## config.mk

```make
export PLATFORM = sky130hd
export DESIGN_NAME = branch_resolve_tracker
export DESIGN_NICKNAME = d
export VERILOG_FILES = /design/src/rtl/mips_core_pkg.sv /design/src/rtl/branch_track_fifo.sv /design/src/rtl/branch_resolve_tracker.sv
export SDC_FILE = /design/constraint.sdc
export NUM_CORES = 1
export LEC_CHECK = 0
export CELL_PAD_IN_SITES_DETAIL_PLACEMENT = 1
export CELL_PAD_IN_SITES_GLOBAL_PLACEMENT = 1
export CORE_MARGIN = 2
export CORE_UTILIZATION = 44
export DETAILED_ROUTE_END_ITERATION = 16
export HOLD_SLACK_MARGIN = 0.02
export PLACE_DENSITY_LB_ADDON = 0.1
export SLEW_MARGIN = 0
export SYNTH_ARGS = -nofsm -noshare
export SYNTH_HDL_FRONTEND = slang
export SYNTH_SLANG_ARGS = --single-unit
```

## constraint.sdc

```tcl
create_clock -name clk -period 3.5 [get_ports clk]
set_input_delay 0.7 -clock clk [delete_from_list [all_inputs] [get_ports clk]]
set_output_delay 0.7 -clock clk [all_outputs]
set_load 0.05 [all_outputs]
```

## src/rtl/mips_core_pkg.sv

```systemverilog
// Shared core types for the branch prediction / resolution path.
//   ADDR_WIDTH           : default PC / target width
//   BranchOutcome        : branch direction (NOT_TAKEN / TAKEN)
//   branch_track_entry_t : one in-flight prediction record kept at execute
package mips_core_pkg;

    localparam int ADDR_WIDTH = 32;

    typedef enum logic {
        NOT_TAKEN = 1'b0,
        TAKEN     = 1'b1
    } BranchOutcome;

    typedef struct packed {
        logic [ADDR_WIDTH-1:0] pc;
        BranchOutcome          prediction;
        logic [ADDR_WIDTH-1:0] recovery_target;
    } branch_track_entry_t;

endpackage

```

## src/rtl/branch_track_fifo.sv

```systemverilog
// In-order storage for in-flight branch records with head/tail/count.
//   push / wdata    : write at tail, advance tail
//   pop             : advance head (oldest entry consumed)
//   squash_younger  : drop everything after head, consuming head as well
//   flush           : return to the empty, zero-pointer state
//   head_data       : entry at head (combinational read)
//   head/tail/count : pointers and occupancy (count is 0..DEPTH)
// Entry storage is deliberately not reset; only pointers are.
module branch_track_fifo #(
    parameter int DEPTH    = 4,
    parameter int DATA_W   = 8,
    parameter int TAG_BITS = $clog2(DEPTH)
) (
    input  logic                clk,
    input  logic                rst,
    input  logic                push,
    input  logic [DATA_W-1:0]   wdata,
    input  logic                pop,
    input  logic                squash_younger,
    input  logic                flush,
    output logic [DATA_W-1:0]   head_data,
    output logic [TAG_BITS-1:0] head,
    output logic [TAG_BITS-1:0] tail,
    output logic [TAG_BITS:0]   count
);

    logic [DATA_W-1:0]   mem_q [DEPTH];
    logic [TAG_BITS-1:0] head_q, head_d, tail_q, tail_d;
    logic [TAG_BITS:0]   count_q, count_d;

    always_comb begin
        head_d  = head_q;
        tail_d  = tail_q;
        count_d = count_q;
        if (flush) begin
            head_d  = '0;
            tail_d  = '0;
            count_d = '0;
        end else if (squash_younger) begin
            // The mispredicted head is resolved; everything behind it is wrong-path.
            head_d  = head_q + TAG_BITS'(1);
            tail_d  = head_q + TAG_BITS'(1);
            count_d = '0;
        end else begin
            if (push) tail_d = tail_q + TAG_BITS'(1);
            if (pop)  head_d = head_q + TAG_BITS'(1);
            case ({push, pop})
                2'b10:   count_d = count_q + (TAG_BITS+1)'(1);
                2'b01:   count_d = count_q - (TAG_BITS+1)'(1);
                default: count_d = count_q;
            endcase
        end
    end

    always_ff @(posedge clk or posedge rst) begin
        if (rst) begin
            head_q  <= '0;
            tail_q  <= '0;
            count_q <= '0;
        end else begin
            head_q  <= head_d;
            tail_q  <= tail_d;
            count_q <= count_d;
        end
    end

    always_ff @(posedge clk) begin
        if (push) mem_q[tail_q] <= wdata;
    end

    assign head_data = mem_q[head_q];
    assign head      = head_q;
    assign tail      = tail_q;
    assign count     = count_q;

endmodule

```

## src/rtl/branch_resolve_tracker.sv

```systemverilog
// Execute-side branch tracker: records decode predictions in order, checks
// them against actual outcomes, feeds the predictor and redirects on a miss.
//   i_alloc_*   : decode-side allocation; o_alloc_ready / o_alloc_tag back
//   i_res_*     : execute resolves the oldest branch (tag must equal head)
//   i_flush     : discard all tracked branches
//   o_fb_*      : one-cycle feedback pulse to the predictor (registered)
//   o_recover_* : one-cycle mispredict redirect (registered)
//   o_count     : tracked entries; o_err : protocol error pulse
module branch_resolve_tracker
    import mips_core_pkg::*;
#(
    parameter int DEPTH      = 4,
    parameter int ADDR_WIDTH = mips_core_pkg::ADDR_WIDTH,
    parameter int TAG_BITS   = $clog2(DEPTH)
) (
    input  logic                  clk,
    input  logic                  rst,
    input  logic                  i_alloc_valid,
    input  logic [ADDR_WIDTH-1:0] i_alloc_pc,
    input  logic                  i_alloc_prediction,
    input  logic [ADDR_WIDTH-1:0] i_alloc_recovery_target,
    output logic                  o_alloc_ready,
    output logic [TAG_BITS-1:0]   o_alloc_tag,
    input  logic                  i_res_valid,
    input  logic [TAG_BITS-1:0]   i_res_tag,
    input  logic                  i_res_outcome,
    input  logic                  i_flush,
    output logic                  o_fb_valid,
    output logic [ADDR_WIDTH-1:0] o_fb_pc,
    output logic                  o_fb_prediction,
    output logic                  o_fb_outcome,
    output logic                  o_recover_valid,
    output logic [ADDR_WIDTH-1:0] o_recover_target,
    output logic [TAG_BITS:0]     o_count,
    output logic                  o_err
);

    localparam int DATA_W = $bits(branch_track_entry_t);

    branch_track_entry_t wr_entry, head_entry;
    logic [DATA_W-1:0]   head_data;
    logic [TAG_BITS-1:0] head, tail;
    logic [TAG_BITS:0]   count;
    logic not_full, res_ok, mispredict, push, pop, squash, err_now;

    logic                  fb_valid_q, fb_valid_d, fb_pred_q, fb_pred_d, fb_out_q, fb_out_d;
    logic [ADDR_WIDTH-1:0] fb_pc_q, fb_pc_d, rec_target_q, rec_target_d;
    logic                  rec_valid_q, rec_valid_d, err_q, err_d;

    always_comb begin
        wr_entry.pc              = i_alloc_pc;
        wr_entry.prediction      = BranchOutcome'(i_alloc_prediction);
        wr_entry.recovery_target = i_alloc_recovery_target;
    end

    assign head_entry = branch_track_entry_t'(head_data);
    assign not_full   = (count != (TAG_BITS+1)'(DEPTH));

    // Only the oldest entry may resolve; anything else is a protocol error.
    assign res_ok     = i_res_valid && (count != '0) && (i_res_tag == head);
    assign mispredict = res_ok && (BranchOutcome'(i_res_outcome) != head_entry.prediction);

    // Allocations alongside a mispredict or flush are wrong-path: dropped, no error.
    assign push    = i_alloc_valid && not_full && !mispredict && !i_flush;
    assign pop     = res_ok;
    assign squash  = mispredict && !i_flush;
    assign err_now = (i_res_valid && !res_ok)
                   || (i_alloc_valid && !not_full && !mispredict && !i_flush);

    branch_track_fifo #(
        .DEPTH    (DEPTH),
        .DATA_W   (DATA_W),
        .TAG_BITS (TAG_BITS)
    ) u_fifo (
        .clk            (clk),
        .rst            (rst),
        .push           (push),
        .wdata          (wr_entry),
        .pop            (pop),
        .squash_younger (squash),
        .flush          (i_flush),
        .head_data      (head_data),
        .head           (head),
        .tail           (tail),
        .count          (count)
    );

    always_comb begin
        fb_valid_d   = res_ok;
        fb_pc_d      = fb_pc_q;
        fb_pred_d    = fb_pred_q;
        fb_out_d     = fb_out_q;
        rec_valid_d  = squash;
        rec_target_d = rec_target_q;
        err_d        = err_now;
        if (res_ok) begin
            fb_pc_d   = head_entry.pc;
            fb_pred_d = head_entry.prediction;
            fb_out_d  = i_res_outcome;
        end
        if (squash) rec_target_d = head_entry.recovery_target;
    end

    always_ff @(posedge clk or posedge rst) begin
        if (rst) begin
            fb_valid_q   <= 1'b0;
            fb_pc_q      <= '0;
            fb_pred_q    <= 1'b0;
            fb_out_q     <= 1'b0;
            rec_valid_q  <= 1'b0;
            rec_target_q <= '0;
            err_q        <= 1'b0;
        end else begin
            fb_valid_q   <= fb_valid_d;
            fb_pc_q      <= fb_pc_d;
            fb_pred_q    <= fb_pred_d;
            fb_out_q     <= fb_out_d;
            rec_valid_q  <= rec_valid_d;
            rec_target_q <= rec_target_d;
            err_q        <= err_d;
        end
    end

    // Ready is held low while reset is asserted so every output reads 0 then.
    assign o_alloc_ready    = not_full && !rst;
    assign o_alloc_tag      = tail;
    assign o_fb_valid       = fb_valid_q;
    assign o_fb_pc          = fb_pc_q;
    assign o_fb_prediction  = fb_pred_q;
    assign o_fb_outcome     = fb_out_q;
    assign o_recover_valid  = rec_valid_q;
    assign o_recover_target = rec_target_q;
    assign o_count          = count;
    assign o_err            = err_q;

endmodule

```

Word level (Yosys, flattened, before mapping)
Memory sizes are Yosys's and may differ from the RTL's. Index checks and enable logic that the tools add are counted.

Input bits: 73. Logic and storage cells: 53. Output and inout bits: 75. Register bits: 76. Memories: 1. Bits in writable memories: 260.

Multiplexer cells: 11. Reduce and logical (&&, ||, !) cells: 22. Add/subtract/negate cells: 4. Equality and inequality tests: 5.

Memory list: u_fifo.mem_q (depth 4, width 65, read ports 1, clocked after Yosys merged registers in 0, wr ports 1, RTL line branch_track_fifo.sv:27) `logic [DATA_W-1:0] mem_q [DEPTH];`.

Operator list (number): $logic_and 1x1->1 (12); $mux 2 (6); $reduce_bool 3->1 (3); $mux 3 (2); $pmux 3 s2 (1); $logic_not 1->1 (5); $add 2x1->2 const B (2); $reduce_bool 4->1 (1); $add 3x1->3 const B (1); $ne 3x3->1 const B (1); $sub 3x1->3 const B (1); $eq 2x1->1 const B (1); $eq 2x2->1 (1); $eq 2x2->1 const B (1); $mux 1 (2); $logic_or 1x1->1 (1); $ne 1x1->1 (1).

Logic depth before layout (Yosys ltp)
Gate-level depths: netlist of the first run.

Depth in word-level cells: 11. Gate-level depth with buffers: 13. Mapped depth without buffers: 11.

Modules after synthesis
From an unflattened synthesis of the first run, not the netlist that was laid out.

Cell total of the unflattened synthesis: 542. Area total of the unflattened synthesis: 12577.1 sq um.

By module, submodules not included: branch_track_fifo (sequential area each 7982.7 sq um, cells an instance 382, times used 1, area each 9829.4 sq um); branch_resolve_tracker (sequential area each 1726.7 sq um, cells an instance 160, times used 1, area each 2747.6 sq um).

Worst setup path before layout of the first run
OpenSTA, ideal clock, no wires.

Kind: register -> register. Start point: register u_fifo.count_q[1], in the netlist u_fifo.count[1]. End point: memory u_fifo.mem_q[0][0] in the netlist's numbering (enable). Arrival time: 3.421 ns. Setup time: 0.430 ns. Data required time: 3.070 ns. Path buffers: 1. Period minus slack after synthesis: 3.852 ns. Slack: -0.352 ns. Cell stages (with the launch flop): 7. Cells stage by stage: dfrtp_1 > or3_1 > nand4_1 > inv_1 > buf_2 > a21oi_1 > and3_1.

Word-level cells in the longest chain between the ends: 9. Elaborated cells on any way between the ends: 11. Those cells by class: eq/ne (1); mux (2); reduce/logical (8).

RTL lines: from (decl) (RTL line branch_track_fifo.sv:29) `logic [TAG_BITS:0] count_q, count_d;`; from (signal assigned) (RTL line branch_track_fifo.sv:63) `count_q <= count_d;`; $reduce_bool 3->1 (RTL line branch_resolve_tracker.sv:60) `assign res_ok = i_res_valid && (count != '0) && (i_res_tag == head);`; $logic_and 1x1->1 (2 in series) (RTL line branch_resolve_tracker.sv:60); $logic_and 1x1->1 (RTL line branch_resolve_tracker.sv:61) `assign mispredict = res_ok && (BranchOutcome'(i_res_outcome) != head_entry.prediction);`; $logic_not 1->1 (RTL line branch_resolve_tracker.sv:64) `assign push = i_alloc_valid && not_full && !mispredict && !i_flush;`; $logic_and 1x1->1 (*) (2 in series) (RTL line branch_resolve_tracker.sv:64); $mux 1 (*) (RTL line branch_track_fifo.sv:68) `if (push) mem_q[tail_q] <= wdata;`; $mux 1 (implied by the code) (*) (RTL line branch_track_fifo.sv:68); to (decl) (RTL line branch_track_fifo.sv:27).

Every way passes the cells marked *; elsewhere a longest branch is shown, timed or not.

Final worst setup path of the first run
Start point: register u_fifo.count_q[0], in the netlist u_fifo.count[0]. End point: output o_alloc_ready.

Word-level cells in the longest chain between the ends: 2.

RTL lines: $ne 3x3->1 (RTL line branch_resolve_tracker.sv:57) `assign not_full = (count != (TAG_BITS+1)'(DEPTH));`; $logic_and 1x1->1 (RTL line branch_resolve_tracker.sv:125) `assign o_alloc_ready = not_full && !rst;`; to (decl) (RTL line branch_resolve_tracker.sv:22) `output logic o_alloc_ready,`.

Every way passes these cells.

==> results.yml, run 1 <==
synth:
  yosysSeqAreaShare_pct: 78.0
  async_reset_ff_share_pct: 22.6
  synth_edf_count: 260
  yosys.area.top_type: "edfxtp_1"
  yosys_register_bits: 336
  yosysTopAreaCellShare_pct: 62.7
  netlist-cell-type-count: 31
  netlist_top_cells_area: "edfxtp_1 (63%), dfrtp_1 (15%), mux4_2 (12%), mux2_2 (5.7%), ha_1 (0.50%)"
  synthesis.nets: 621
  yosys_warnings: 0
  syn_avg_cell_area_um2: 23.0
  synth_ff_type: "edfxtp_1"
  syn_inst: 542
  synth_area_um2: 12400
flow_run:
  cap_viol_max_count: 0
cts:
  cts_setup_buffers: 0
  cts_tree: "yes"
  path_clk_slew_ps: 60
  cts_buffers: 36
  hold_buffers: 0
  cts_max_level: 2
  root_buffer: "clkbuf_16"
  clk_path_buf_depth: 3
  clk_latency_ps: 510
  post_cts_resized: 0
  clock_sinks: 336
power:
  power_density_nw_per_um2: 695
  finalPower_mw: 10.9
  p_leak_nw: 5.41
  ir_worst_vdd_v: 0.000529
timing:
  max_slew_margin_pct: 47.4
  final_max_slew_viol_count: 0
  tns_ps: 0
  rsz0062_at_grt: "false"
  setup_viol: 0
  min_period_over_period_pct: 83.2
  hold_viol: 0
  fmax_ghz: 0.344
  fin_skew_ps: 14.8
  fin_crit_ps: 2910
  worstMarginPinSlew_ps: 789
  fin_ws_ps: 589
drt:
  drtPass1Iterations: 4
  postRouteWirelength_um: 26100
  vias: 5890
  drc: 0
  routed_via_density: 5.21
  ant_nets: 0
  routedWlPerCell_um: 23.1
  drt_iter0_markers: 286
worst_setup_path:
  required_ps: 2800
  reg2reg_to: "o_fb_pc[14]"
  worstPathArrival_ps: 2210
  startpoint: "u_fifo.count[0]"
  ff2ff_path_depth: 4
  endpoint: "o_alloc_ready"
  r2r_slack_ps: 690
  r2r_start: "u_fifo.head[0]"
  start_kind: "register"
  cp-end-kind: "output pin"
  crit_fanout: 5
  crit_type: "register to output pin"
worst_hold_path:
  hold_class: "register to register"
floorplanning:
  num_io_pins: 148
  start_util_pct: 44.8
  die_h_um: 172
  dieWidth_um: 172
  num_rows: 61
  design.core.area_um2: 27800
  die_area_um2: 29600
grt:
  antenna_found_initial: 1
  grt-ovfl-total: 0
  grt_use_total_pct: 18.1
  grt_max_degree: 40
  first_global_vias: 6585
  grt_pass1_wl_um: 39500
placed_design:
  place_inst: 1066
  place_congestion: 0.721
  portBuffers: 147
  hpwl_um: 16000
  pre_cts_slack_ps: 476
finish:
  final_cell_mix: "edfxtp_1 (260), clkdlybuf4s50_1 (147), dfrtp_1 (74)"
  diodes: 0
  final_common_cell: "edfxtp_1"
  drive_gt1_share_pct: 28.7
  final_core_util_pct: 56.6
  area_growth_pct: 26.3
  finalNonFillerCells: 1130
  nets: 805
  n_fill_cell: 2405
outcome:
  status: "completed"
==> worst min path at each step <==
stage,to,cells after the start,slack (ps),from
after CTS,o_recover_target[25],1,510,o_recover_target[25]
final,o_recover_target[27],1,500,o_recover_target[27]
after detailed placement,o_recover_target[25],1,500,o_recover_target[25]
after global routing,o_recover_target[25],1,520,o_recover_target[25]
after global placement,o_recover_target[11],1,490,o_recover_target[11]
after floorplan,o_recover_target[0],2,660,u_fifo.mem_q[2][0]
==> per-layer routing <==
metal	track usage (%)	vias up	part of all wire [%]
met2	31.8	147	52
li1	-	2563	-
met4	4.57	2	1.7
met5	0	-	0.058
met3	4.01	39	5.3
met1	23.0	3139	41
==> final cells by class <==
type                    count  area, um2  area share (%)
inverters                   5       21.3           0.135
flip-flops and latches    336       9720            61.8
well taps                 378        473            3.01
clock inverters            10        124           0.788
clock buffers              54       1040            6.62
repair buffers            171       1740            11.1
multi-input cells         176       2600            16.6
==> power breakdown <==
part	total [mW]	internal, mW	switching [mW]
sequential	4.90	4.69	0.202
clock	3.73	2.27	1.46
combinational	2.30	0.855	1.44
==> cell usage after synthesis (2+ instances only) <==
cell type  count
mux4_2        65
mux2_2        63
xor2_1         2
or3_1          2
edfxtp_1     260
buf_6          4
dfrtp_1       76
mux2_4         3
inv_1          5
buf_2          9
xnor2_1        7
ha_1           5
mux2i_1        2
clkbuf_1      12
nor2_1         7
a21oi_1        2
and3_1         4
==> critical path: stages (launching register included) <==
cell and delay, ps:
dfrtp_1 460, nor3b_1 470, nor2_1 70, clkdlybuf4s50_1 710
==> cells by family (layout without fill, tap and decap cells) <==
group	after synthesis	in the layout	synth area share, %
AO/OA/AOI/OAI	8	8	0.432
XOR/XNOR	10	10	0.764
adder cells (fa/ha/maj)	6	6	0.664
buffers and inverters	30	240	1.24
flip-flops	336	336	78.0
multiplexers	133	133	18.0
AND/OR/NAND/NOR	19	19	0.895
==> sequential cells by signal, summed over array words and instances, names as in the netlist <==
register and count:
u_fifo.mem_q 260, o_fb_pc 32, o_recover_target 32, u_fifo.count 3, u_fifo.head 2, u_fifo.tail 2, o_err 1, o_fb_outcome 1
o_fb_prediction 1, o_fb_valid 1, o_recover_valid 1
==> through the flow <==
stage | cell area [um2] | hold WS, ps
detailed placement | 14600 | 495
finish | 15700 | 502
CTS | 15700 | 508
global placement | 14600 | 489
floorplan | 12400 | 663
global route | 15700 | 520
(Power assumes the default switching activity.)
==> run 2: changes to the inputs <==
- clock period: 3.5 -> 2.4 ns (I/O delays scaled with it)
==> run 2 against run 1 <==
Largest power group unchanged. Combinational power is 49% higher. Worst setup slack worse by 640 ps. Cell count is 2.1% higher. Clock power is 48% higher. First-iteration DRC count is 26% higher. Critical path depth is 7 higher. Total power is 47% higher. Register-to-register slack worse by 740 ps. The run now ends with setup timing left.
==> results.yml, run 2 (synthesized netlist as in run 1, its figures left out) <==
finish:
  multi_input_area_um2: 2640
  largest_register: "u_fifo.mem_q"
  nets: 826
  final_cell_mix: "edfxtp_1 (260), clkdlybuf4s50_1 (146), dfrtp_1 (71)"
  largest_reg_flops: 260
  area_growth_pct: 29.6
  final_core_util_pct: 58.1
  final-seq-area_um2: 9720
  diodes: 0
  drive_gt1_share_pct: 31.7
  final_common_cell: "edfxtp_1"
  stdcell_area_um2: 16100
  n_fill_cell: 2426
timing:
  fin_ws_ps: -49.5
  worstMarginPinSlew_ps: 855
  max_slew_margin_pct: 43.0
  min_period_over_period_pct: 102
  setup_viol: 1
  hold_viol: 0
  rsz0062_at_grt: "true"
  final_max_slew_viol_count: 0
  fin_crit_ps: 2450
  fin_skew_ps: 15.5
  fmax_ghz: 0.408
outcome:
  status: "finished with violations"
  violations: "setup timing"
cts:
  cts_max_level: 2
  path_clk_slew_ps: 60
  clk_latency_ps: 510
  root_buffer: "clkbuf_16"
  cts_tree: "yes"
  hold_buffers: 0
  cts_buffers: 37
  clk_path_buf_depth: 3
  clock_sinks: 336
floorplanning:
  num_io_pins: 148
  num_rows: 61
  dieWidth_um: 172
  design.core.area_um2: 27800
  die_h_um: 172
  start_util_pct: 44.8
  die_area_um2: 29600
worst_setup_path:
  worstPathArrival_ps: 2840
  start_kind: "register"
  critPathBufInv: 0
  critPathMaxStageDelay_ps: 580
  crit_chain: "mux4_2, xor2_4, a21oi_4, nand2_1, ha_2, fa_2, xnor2_1, nor2_1, xnor2_1, nor2_1"
  critPathSlowestCell: "mux4_2"
  cpLargestDelayFamily: "multiplexers"
  cp-end-kind: "register"
  crit_type: "register to register"
  r2r_slack_ps: -50
  crit_fanout: 2
  required_ps: 2790
drt:
  drtPass1Iterations: 6
  routedWlPerCell_um: 23.3
  drc: 0
  ant_nets: 0
  vias: 6043
  drt_iter0_markers: 359
  postRouteWirelength_um: 26900
  routed_via_density: 5.24
power:
  finalPower_mw: 16.1
  p_leak_nw: 5.57
  power_density_nw_per_um2: 999
  ir_worst_vdd_v: 0.000559
grt:
  grt-ovfl-total: 0
  grt_use_total_pct: 18.7
  first_global_vias: 6719
  grt_pass1_wl_um: 40600
  antenna_found_initial: 1
  grt_max_degree: 69
worst_hold_path:
  hold_class: "input port to asynchronous set/reset pin"
placed_design:
  dpl_cell_area_um2: 14900
  place_congestion: 0.698
  portBuffers: 147
  hpwl_um: 15900
flow_run:
  cap_viol_max_count: 0
## run 2: cell count changes in the layout (fill, tap and decap cells not counted), sizes merged
cell,change
clkbuf,-2
clkinvlp,+3
clkinv,+4
buf,+20
clkdlybuf4s50,-1
## run 2: worst reg2reg max path: cells and delay by family (launching register included)
kind | cells | cell delay (ps)
xor gates and xnor gates | 3 | 450
AOI/OAI and AO/OA | 1 | 130
adders and majority gates | 2 | 530
and+or+nand+nor | 3 | 230
muxes | 1 | 580
DFF | 1 | 420
## run 2: worst paths after layout
kind / from / depth (start not counted) / to
max: u_fifo.head[0] / 10 / u_fifo.count[2]
min: rst / 2 / o_recover_valid
max reg2reg: u_fifo.head[0] / 10 / u_fifo.count[2]
min reg2reg: o_fb_pc[29] / 1 / o_fb_pc[29]
max in group asynchronous: rst / 3 / o_recover_target[4]
min in group clk: o_fb_pc[29] / 1 / o_fb_pc[29]
## run 2: stage by stage
step	setup WS [ps]	TNS [ps]	instances	hold slack (ps)
detailed placement	-153	-3020	1082	496
CTS	-61.2	-61.2	1151	446
floorplan	-257	-37910	542	579
global route	-130	-130	1154	473
finish	-49.5	-49.5	1154	432
global placement	-147	-1540	1082	489
## run 2: cell type report
class                      count  share of cell area, %
inverter                       5                  0.140
clock inverter                17                   1.04
multi-input combinational    176                   16.3
timing repair buffer         191                   12.9
sequential                   336                   60.3
clock buffer                  51                   6.39
tap                          378                   2.93
## run 2: what timing repair did
action                                  CTS  global route
hold endpoints to repair                  0             0
endpoints found under the setup margin    2            32
pin swaps                                 5             2
setup buffers                             1             2
cloned                                    0             1
resized for setup                         2             0
## run 2: per-layer routing
layer | global-route usage, % | share of wire, %
met5 | 0 | 0
met3 | 4.33 | 5.3
met1 | 25.1 | 43
met2 | 30.9 | 50
met4 | 5.12 | 1.9
## run 2: report_power, final
group / internal (mW) / switching, mW
Sequential: 6.85 / 0.308
Combinational: 1.29 / 2.13
Clock: 3.34 / 2.19
Total: 11.5 / 4.63
==> run 3: changes to the inputs <==
- CORE_ASPECT_RATIO: unset -> 1.75
- GPL_TIMING_DRIVEN: unset -> 0
==> run 3 against run 2 <==
The flow still finishes with violations (setup timing). Total power shrank 3.6%. Critical path type unchanged. Clock power shrank 9.0%. Maximum frequency shrank 4.8%. Largest power group unchanged.
==> results.yml, run 3 (synthesized netlist as in run 1, its figures left out) <==
drt:
  drc: 0
  drtPass1Iterations: 6
  drt_iter0_markers: 271
  postRouteWirelength_um: 27200
  ant_nets: 0
  routedWlPerCell_um: 24.0
  routed_via_density: 5.27
  vias: 5959
grt:
  grt_max_degree: 35
  grt_pass1_wl_um: 42100
  grt-ovfl-total: 0
  grt_busiest_layer: "met2"
  grt_use_total_pct: 18.8
  grt_util_met2_pct: 35.6
  first_global_vias: 6904
  antenna_found_initial: 0
  use_met1_pct: 22.0
  use_met3_pct: 3.22
outcome:
  violations: "setup timing"
  status: "finished with violations"
worst_setup_path:
  worstPathArrival_ps: 3000
  cp-end-kind: "register"
  crit_type: "register to register"
  required_ps: 2830
  start_kind: "register"
  r2r_slack_ps: -170
  crit_fanout: 2
finish:
  final_cell_mix: "edfxtp_1 (260), clkdlybuf4s50_1 (144), dfrtp_1 (72)"
  largest_register: "u_fifo.mem_q"
  final_common_cell: "edfxtp_1"
  stdcell_area_um2: 15700
  final-seq-area_um2: 9710
  drive_gt1_share_pct: 30.9
  n_fill_cell: 2378
  nets: 813
  multi_input_area_um2: 2710
  final_core_util_pct: 56.3
  largest_reg_flops: 260
  diodes: 0
  area_growth_pct: 26.1
power:
  ir_worst_vdd_v: 0.000805
  p_sw_mw: 4.46
  p_clk_share_pct: 32.4
  p_int_mw: 11.1
  finalPower_mw: 15.5
  power_frac_comb_pct: 21.7
  power_density_nw_per_um2: 990
  seqPwrFrac_pct: 45.9
  p_leak_nw: 5.41
  sw_frac_of_total_pct: 28.7
placed_design:
  portBuffers: 146
  dpl_cell_area_um2: 14500
  place_congestion: 0.675
  hpwl_um: 16100
timing:
  worstMarginPinSlew_ps: 920
  fin_crit_ps: 2570
  hold_slack_ps: 354
  rsz0062_at_grt: "true"
  final_max_slew_viol_count: 0
  hold_viol: 0
  setup_viol: 261
  fmax_ghz: 0.389
  min_period_over_period_pct: 107
  fin_ws_ps: -172
  max_slew_margin_pct: 38.6
  fin_skew_ps: 6.83
floorplanning:
  num_io_pins: 148
  num_rows: 81
  die_h_um: 226
  dieWidth_um: 131
  design.core.area_um2: 27900
  start_util_pct: 44.7
  die_area_um2: 29700
cts:
  cts_tree: "yes"
  cts_buffers: 30
  clk_path_buf_depth: 3
  clock_sinks: 336
  root_buffer: "clkbuf_16"
  hold_buffers: 0
  clk_latency_ps: 550
  cts_max_level: 1
  path_clk_slew_ps: 60
worst_hold_path:
  hold_class: "input port to register"
flow_run:
  cap_viol_max_count: 0
-- run 3: cell count changes in the layout (fill, tap and decap cells not counted), moves of 2 or more --
| cell | before | now |
|---|---|---|
| and3_4 | 4 | 8 |
| buf_12 | 21 | 3 |
| buf_2 | 0 | 5 |
| buf_4 | 23 | 12 |
| buf_6 | 0 | 3 |
| clkbuf_16 | 40 | 31 |
| clkbuf_2 | 0 | 5 |
| clkbuf_8 | 1 | 6 |
| clkdlybuf4s50_1 | 146 | 144 |
| clkinv_1 | 4 | 0 |
| dfrtp_4 | 2 | 0 |
-- run 3: final timing paths --
path / start / endpoint / cells past startpoint
worst max register to register: u_fifo.head[0] / u_fifo.count[2] / 10
min in group asynchronous: rst / o_fb_pc[0] / 2
worst max-delay path: u_fifo.head[0] / u_fifo.count[2] / 10
worst min-delay path: i_flush / u_fifo.head[0] / 2
worst min register to register: o_recover_target[20] / o_recover_target[20] / 1
max in group asynchronous: rst / o_recover_target[1] / 4
-- run 3: metrics by stage --
step | cells | setup slack, ps | TNS (ps)
global placement | 1061 | -991 | -293900
floorplan | 542 | -257 | -37910
detailed placement | 1063 | -1020 | -281660
finish | 1131 | -172 | -30720
global route | 1131 | -274 | -58650
CTS | 1132 | -210 | -41570
-- run 3: metal layers --
metal  part of all wire [%]  wire length, um
met5                      0                0
met4                    1.9              520
met2                     56            15200
met1                     38            10200
met3                    4.5             1210
-- run 3: area by class of cell --
| cell class | count | share of cell area [%] |
|---|---|---|
| clock inverters | 14 | 1.14 |
| plain buffers | 23 | 0.949 |
| inverters | 5 | 0.144 |
| repair buffers | 158 | 10.1 |
| flip-flops and latches | 336 | 61.9 |
| multi-input cells | 180 | 17.2 |
| well taps | 373 | 2.97 |
| clock buffers | 42 | 5.59 |
-- run 3: power groups by stage --
| stage | logic (mW) | clock network (mW) | registers (mW) |
|---|---|---|---|
| global placement | 3.32 | 0 | 7.22 |
| detailed placement | 3.37 | 0 | 7.26 |
| CTS | 3.42 | 5.17 | 7.14 |
| floorplan | 0.635 | 0 | 8.67 |
| finish | 3.38 | 5.03 | 7.13 |
| global route | 3.52 | 5.34 | 7.20 |
-- run 3: worst max-delay path, stage by stage, from the launching register on --
cell,delay [ps]
dfrtp_1,370
mux4_2,590
xor2_4,190
a21oi_4,170
nand2_2,100
ha_4,190
fa_2,360
xnor2_2,150
nor2_1,120
xnor2_1,140
nor2_1,70
-- run 3: repair_timing --
action                     in CTS  in global routing
setup endpoints to repair     319                289
pin swaps                       8                  2
gates cloned                    4                  0
resized for setup              19                 10
buffers inserted               10                  0
